[config.mk]
export PLATFORM = sky130hd
export DESIGN_NAME = reaction_timer_flat
export DESIGN_NICKNAME = d
export VERILOG_FILES = /design/src/rtl/reaction_timer_if.sv /design/src/rtl/reaction_timer.sv /design/src/flat_wrapper.sv
export SDC_FILE = /design/constraint.sdc
export NUM_CORES = 1
export LEC_CHECK = 0
export BUFFER_PORTS_ARGS = -buffer_cell sky130_fd_sc_hd__buf_2
export CELL_PAD_IN_SITES_DETAIL_PLACEMENT = 0
export CELL_PAD_IN_SITES_GLOBAL_PLACEMENT = 1
export CORE_AREA = 2 2 96 98
export CTS_CLUSTER_SIZE = 10
export DETAILED_ROUTE_END_ITERATION = 12
export DIE_AREA = 0 0 98 100
export PLACE_DENSITY_LB_ADDON = 0.08
export RECOVER_POWER = 50
export REMOVE_ABC_BUFFERS = 1
export SYNTH_ARGS = -nofsm -noshare
export SYNTH_HDL_FRONTEND = slang
export SYNTH_SLANG_ARGS = --single-unit
[constraint.sdc]
create_clock -name clk -period 2.4 [get_ports clk]
set_input_delay 0.72 -clock clk [delete_from_list [all_inputs] [get_ports clk]]
set_output_delay 0.72 -clock clk [all_outputs]
set_load 0.01 [all_outputs]
[src/rtl/reaction_timer_if.sv]
// Handshake bundle between the reaction timer and its environment:
// the tick, random and player inputs, plus the lamp and trial-result outputs.
interface reaction_timer_if;
    logic        tick;
    logic [7:0]  rnd;
    logic        start;
    logic        resp;
    logic        led;
    logic        busy;
    logic        done;
    logic        early;
    logic        timeout;
    logic [11:0] rt_ms;

    modport master (
        output tick, rnd, start, resp,
        input  led, busy, done, early, timeout, rt_ms
    );

    modport slave (
        input  tick, rnd, start, resp,
        output led, busy, done, early, timeout, rt_ms
    );
endinterface

[src/rtl/reaction_timer.sv]
// Reaction-time trial controller: random stimulus delay, lamp, then counts
// ticks until the player responds, with false-start and timeout detection.
//
// state  | meaning
// IDLE   | no trial since reset; waiting for start
// WAIT   | random delay running down; lamp off
// GO     | lamp on; counting reaction ticks
// RESULT | trial finished; results held until next start
module reaction_timer #(
    parameter int MIN_DLY_MS = 1000,
    parameter int MAX_RT_MS  = 1999
) (
    input  logic              clk,
    input  logic              ar,
    reaction_timer_if.slave   bus
);

    typedef enum logic [1:0] {
        IDLE   = 2'd0,
        WAIT   = 2'd1,
        GO     = 2'd2,
        RESULT = 2'd3
    } state_t;

    localparam logic [11:0] MIN_DLY  = 12'(MIN_DLY_MS);
    localparam logic [11:0] MAX_RT   = 12'(MAX_RT_MS);
    localparam logic [11:0] LAST_INC = 12'(MAX_RT_MS - 1);

    state_t      state;
    logic [11:0] dly_cnt;
    logic [11:0] rt_q;
    logic        led_q;
    logic        busy_q;
    logic        done_q;
    logic        early_q;
    logic        timeout_q;

    always_ff @(posedge clk) begin
        if (ar) begin
            state     <= IDLE;
            dly_cnt   <= '0;
            rt_q      <= '0;
            led_q     <= 1'b0;
            busy_q    <= 1'b0;
            done_q    <= 1'b0;
            early_q   <= 1'b0;
            timeout_q <= 1'b0;
        end else begin
            case (state)
                IDLE, RESULT: begin
                    if (bus.start) begin
                        state     <= WAIT;
                        dly_cnt   <= MIN_DLY + {1'b0, bus.rnd, 3'b000};
                        rt_q      <= '0;
                        early_q   <= 1'b0;
                        timeout_q <= 1'b0;
                        busy_q    <= 1'b1;
                        done_q    <= 1'b0;
                        led_q     <= 1'b0;
                    end
                end

                WAIT: begin
                    // A response on the expiring tick is still a false start.
                    if (bus.resp) begin
                        state   <= RESULT;
                        early_q <= 1'b1;
                        rt_q    <= '0;
                        led_q   <= 1'b0;
                        busy_q  <= 1'b0;
                        done_q  <= 1'b1;
                    end else if (bus.tick) begin
                        if (dly_cnt <= 12'd1) begin
                            dly_cnt <= '0;
                            state   <= GO;
                            led_q   <= 1'b1;
                            rt_q    <= '0;
                        end else begin
                            dly_cnt <= dly_cnt - 12'd1;
                        end
                    end
                end

                GO: begin
                    if (bus.resp) begin
                        state  <= RESULT;
                        led_q  <= 1'b0;
                        busy_q <= 1'b0;
                        done_q <= 1'b1;
                    end else if (bus.tick) begin
                        // Saturate at the timeout count rather than wrapping.
                        if (rt_q >= LAST_INC) begin
                            rt_q      <= MAX_RT;
                            timeout_q <= 1'b1;
                            state     <= RESULT;
                            led_q     <= 1'b0;
                            busy_q    <= 1'b0;
                            done_q    <= 1'b1;
                        end else begin
                            rt_q <= rt_q + 12'd1;
                        end
                    end
                end

                default: begin
                    state <= IDLE;
                end
            endcase
        end
    end

    assign bus.led     = led_q;
    assign bus.busy    = busy_q;
    assign bus.done    = done_q;
    assign bus.early   = early_q;
    assign bus.timeout = timeout_q;
    assign bus.rt_ms   = rt_q;

endmodule

[src/flat_wrapper.sv]
// flat-port wrapper written by rule: the top's interface ports become plain ports
module reaction_timer_flat 
#(
    parameter int MIN_DLY_MS = 1000,
    parameter int MAX_RT_MS  = 1999
)
  (clk, ar, bus_tick, bus_rnd, bus_start, bus_resp, bus_led, bus_busy, bus_done, bus_early, bus_timeout, bus_rt_ms);
  reaction_timer_if bus_i ();
  input  logic clk;
  input  logic ar;
  input wire logic [$bits(bus_i.tick)-1:0] bus_tick;
  input wire logic [$bits(bus_i.rnd)-1:0] bus_rnd;
  input wire logic [$bits(bus_i.start)-1:0] bus_start;
  input wire logic [$bits(bus_i.resp)-1:0] bus_resp;
  output wire logic [$bits(bus_i.led)-1:0] bus_led;
  output wire logic [$bits(bus_i.busy)-1:0] bus_busy;
  output wire logic [$bits(bus_i.done)-1:0] bus_done;
  output wire logic [$bits(bus_i.early)-1:0] bus_early;
  output wire logic [$bits(bus_i.timeout)-1:0] bus_timeout;
  output wire logic [$bits(bus_i.rt_ms)-1:0] bus_rt_ms;
  assign bus_i.tick = bus_tick;
  assign bus_i.rnd = bus_rnd;
  assign bus_i.start = bus_start;
  assign bus_i.resp = bus_resp;
  assign bus_led = bus_i.led;
  assign bus_busy = bus_i.busy;
  assign bus_done = bus_i.done;
  assign bus_early = bus_i.early;
  assign bus_timeout = bus_i.timeout;
  assign bus_rt_ms = bus_i.rt_ms;
  reaction_timer #(.MIN_DLY_MS(MIN_DLY_MS), .MAX_RT_MS(MAX_RT_MS)) u_core (.clk(clk), .ar(ar), .bus(bus_i));
endmodule
==> summary.txt <==
Synth
  • Prevailing post-synth register cell: dfxtp_1
  • Most frequent cells after synthesis: dfxtp_1 (31), inv_1 (20), nor2_1 (20)
  • Sequential cell area fraction in the yosys report: 0.301
  • Simple-gate portion of the synthesized area: 0.226
  • Synthesized flop and latch total: 31
  • FFs w/ async S/R, synth: 0
  • Number of synthesized flops with an enable pin: 0
  • Ranking of synthesized cells by area: dfxtp_1 (30%), ha_1 (4.3%), a21oi_1 (4.1%)
  • Xor/xnor share of the synthesized area: 0.0213
  • Mux share of post-synthesis cell area: 0.00971
  • Synth area leader: dfxtp_1
  • Post-synthesis cell area: approximately 2000 sq um
  • Cell variety after synth: between 60 and 70
  • Synth Area in Compound Gates: 0.335
  • YS warnings: 0
  • Fraction of the mapped netlist area in adder cells: 0.0425
  • Mean post-synth cell area: ~8.0 sq um
  • Main combinational cell family by area after synthesis: compound AO/OA/AOI/OAI gates
  • Most frequent cell after synthesis: dfxtp_1
  • Syn Inst Count: between 200 and 300
  • Share of the synthesized area in the top cell type: 0.301

Global routing
  • Vias in the first global route: 2200
  • Grt ovf: 0
  • First-pass GRT wire length: between 10 and 15 mm
  • Largest net degree at the start of global routing: 30
  • Initial antenna violation count: 0
  • Gr usage total: 0.146

Critical path
  • Critical path launch point type: register
  • Largest stage delay on the critical path: 0.55 ns
  • Worst reg2reg path depth: 5
  • Max FO, Critical Path: 8
  • Slowest stage cell, crit path: or4_4
  • Critical path arrival: between 2 and 3 ns
  • Crit. End Element: register
  • CP required: between 2 and 3 ns
  • Crit-path cells: or4_4 -> or2_4 -> o31a_1 -> or3_4 -> a31o_1
  • CP Depth: 5
  • Worst path bufs/invs: 0
  • Critical path class: reg -> reg
  • CP delay by family, top: simple AND/OR/NAND/NOR gates
  • Flop2flop setup slack: ~0.070 ns

Timing
  • Final setup fails: 0
  • Fmax: ~0.43 GHz
  • Setup TNS: 0 ns
  • Final Hold Vio Count: 0
  • Post-route setup slack: roughly 0.07 ns
  • Rel. slew slack: 0.576
  • Max-slew violations: 0
  • Final cycle utilization of the critical path: 0.971
  • Final min period: between 2 and 2.5 ns
  • Max Clock Skew: between 0.01 and 0.015 ns
  • Tightest Pin Transition: approximately 0.64 ns
  • RSZ-0062 raised after global routing: false

Placed design
  • Dpl hpwl: between 5 and 6 mm
  • Buffers on Ports: 29
  • DP Worst Slack: between 0.09 and 0.1 ns
  • Final Wtd Congestion: ~0.8
  • Area after DPL: 2470 sq um

Floorplan
  • Starting density of the core: 0.232
  • Die ar.: about 9800 sq um
  • IO Count: 30
  • Die Ht: 100 um
  • Cell Rows: 35
  • Die Span X: between 90 and 100 um
  • Core area: 8890 sq um

Layout
  • Fin nets: 325
  • Share of post-route cells with drive strength above 1: 0.163
  • # diodes: 0
  • Fin area: about 2500 sq um
  • Area Growth Syn to Fin: 22.8%

Clock tree
  • Root buf cell: clkbuf_8
  • CTS Buf Count: 5
  • Max clock buf depth: 2
  • Clock Latency Late Sink: approximately 0.29 ns
  • CTS H-tree depth: 2
  • Worst-path clk slew: approximately 0.07 ns
  • CTS tree: yes
  • # clock sinks: 31
  • Hold Buf Count CTS: 0

Route
  • Via count: 2180
  • Residual DRC: 0
  • Initial detailed-routing violation count: 62
  • Antenna-violating nets left: 0
  • Post-DR wirelength/cell: between 15 and 20 um
  • Final WL: between 6 and 7 mm
  • Vias per cell: between 5 and 6
  • Drt pass-1 iters: 4

Pwr
  • Pwr Density: about 1300 nW/um^2
  • Pleak: around 0.00098 uW
  • VDD IR max: 327 uV

Flow run
  • Max cap viols: 0

Outcome
  • Status: finished, final reports clean

Min path
  • Hold depth: 2
  • Hold Crit Class: reg -> reg
-- stage by stage --
stage,total power (uW),instances,hold WS (ns),utilization
finish,3240,417,0.449,0.285
global route,3510,417,0.486,0.285
CTS,3280,417,0.453,0.288
detailed placement,2840,409,0.440,0.278
global placement,2880,409,0.447,0.278
floorplan,2030,245,0.448,-
-- worst paths after layout --
kind	from	to
worst max-delay path	u_core.dly_cnt[3]	u_core.state[1]
worst min-delay path	u_core.bus.led	u_core.bus.led
worst max register to register	u_core.dly_cnt[3]	u_core.state[1]
worst min register to register	u_core.bus.led	u_core.bus.led
-- worst min-delay path, stage by stage, from the launching register on --
cell and delay [ns]:
dfxtp_1 0.31, inv_1 0.05, a21oi_1 0.05
-- logic make-up (layout without fill, tap and decap cells) --
group | count (synthesis) | in the layout
AOI/OAI and AO/OA | 92 | 92
and+or+nand+nor | 87 | 87
buffers and inverters | 35 | 82
DFF | 31 | 31
adders and majority gates | 7 | 7
xor gates and xnor gates | 5 | 5
muxes | 2 | 2
-- area by class of cell --
| cell class | count | area, sq um |
|---|---|---|
| fill | 994 | 6360 |
| multi-input combinational | 193 | 1320 |
| sequential | 31 | 621 |
| timing repair buffer | 53 | 288 |
| tap | 111 | 139 |
| inverter | 21 | 78.8 |
| clock buffer | 6 | 72.6 |
| clock inverter | 2 | 12.5 |
-- registers in the layout (all words and copies together) (netlist names) --
name / cells
u_core.bus.rt_ms: 12
u_core.bus.early: 1
u_core.dly_cnt: 12
u_core.state: 2
u_core.bus.done: 1
u_core.bus.led: 1
u_core.bus.busy: 1
u_core.bus.timeout: 1
-- layout by cell type (no fill, tap or decap), drive strengths merged, types with 3 or more instances in the layout --
cell and count:
nand3 8, nand2 18, a311oi 4, a31oi 5
a211o 5, o22ai 3, a32o 3, xnor2 3
nor3 4, buf 33, ha 7, clkbuf 26
nor2 21, o32ai 6, or2 3, nand2b 4
a21oi 17, o211ai 4, a21o 3, inv 20
o21ai 8, nor2b 3, and3 3, or3 4
dfxtp 31, o31ai 5, or4 6, nor4 4
a221oi 4
-- report_power, final --
part / internal [uW] / total [uW] / switching [uW]
Combinational: 832 / 2080 / 1250
Sequential: 643 / 740 / 97.5
Clock: 203 / 419 / 216
Total: 1680 / 3240 / 1560
-- metal layers --
| layer | GRT usage | part of all wire | vias to the layer above | routed length (um) |
|---|---|---|---|---|
| li1 | - | - | 1074 | - |
| met1 | 0.187 | 0.45 | 1048 | 3170 |
| met2 | 0.255 | 0.50 | 48 | 3460 |
| met3 | 0.0216 | 0.030 | 10 | 209 |
| met4 | 0.0449 | 0.019 | 0 | 131 |
| met5 | 0 | 0 | - | 0 |
-- what timing repair did --
item,4_1_cts,5_1_grt
endpoints found under the setup margin,0,2
resized for setup,0,2
buffers inserted,0,0
endpoints found under the hold margin,0,0
Power figures use the tool's default switching activity.
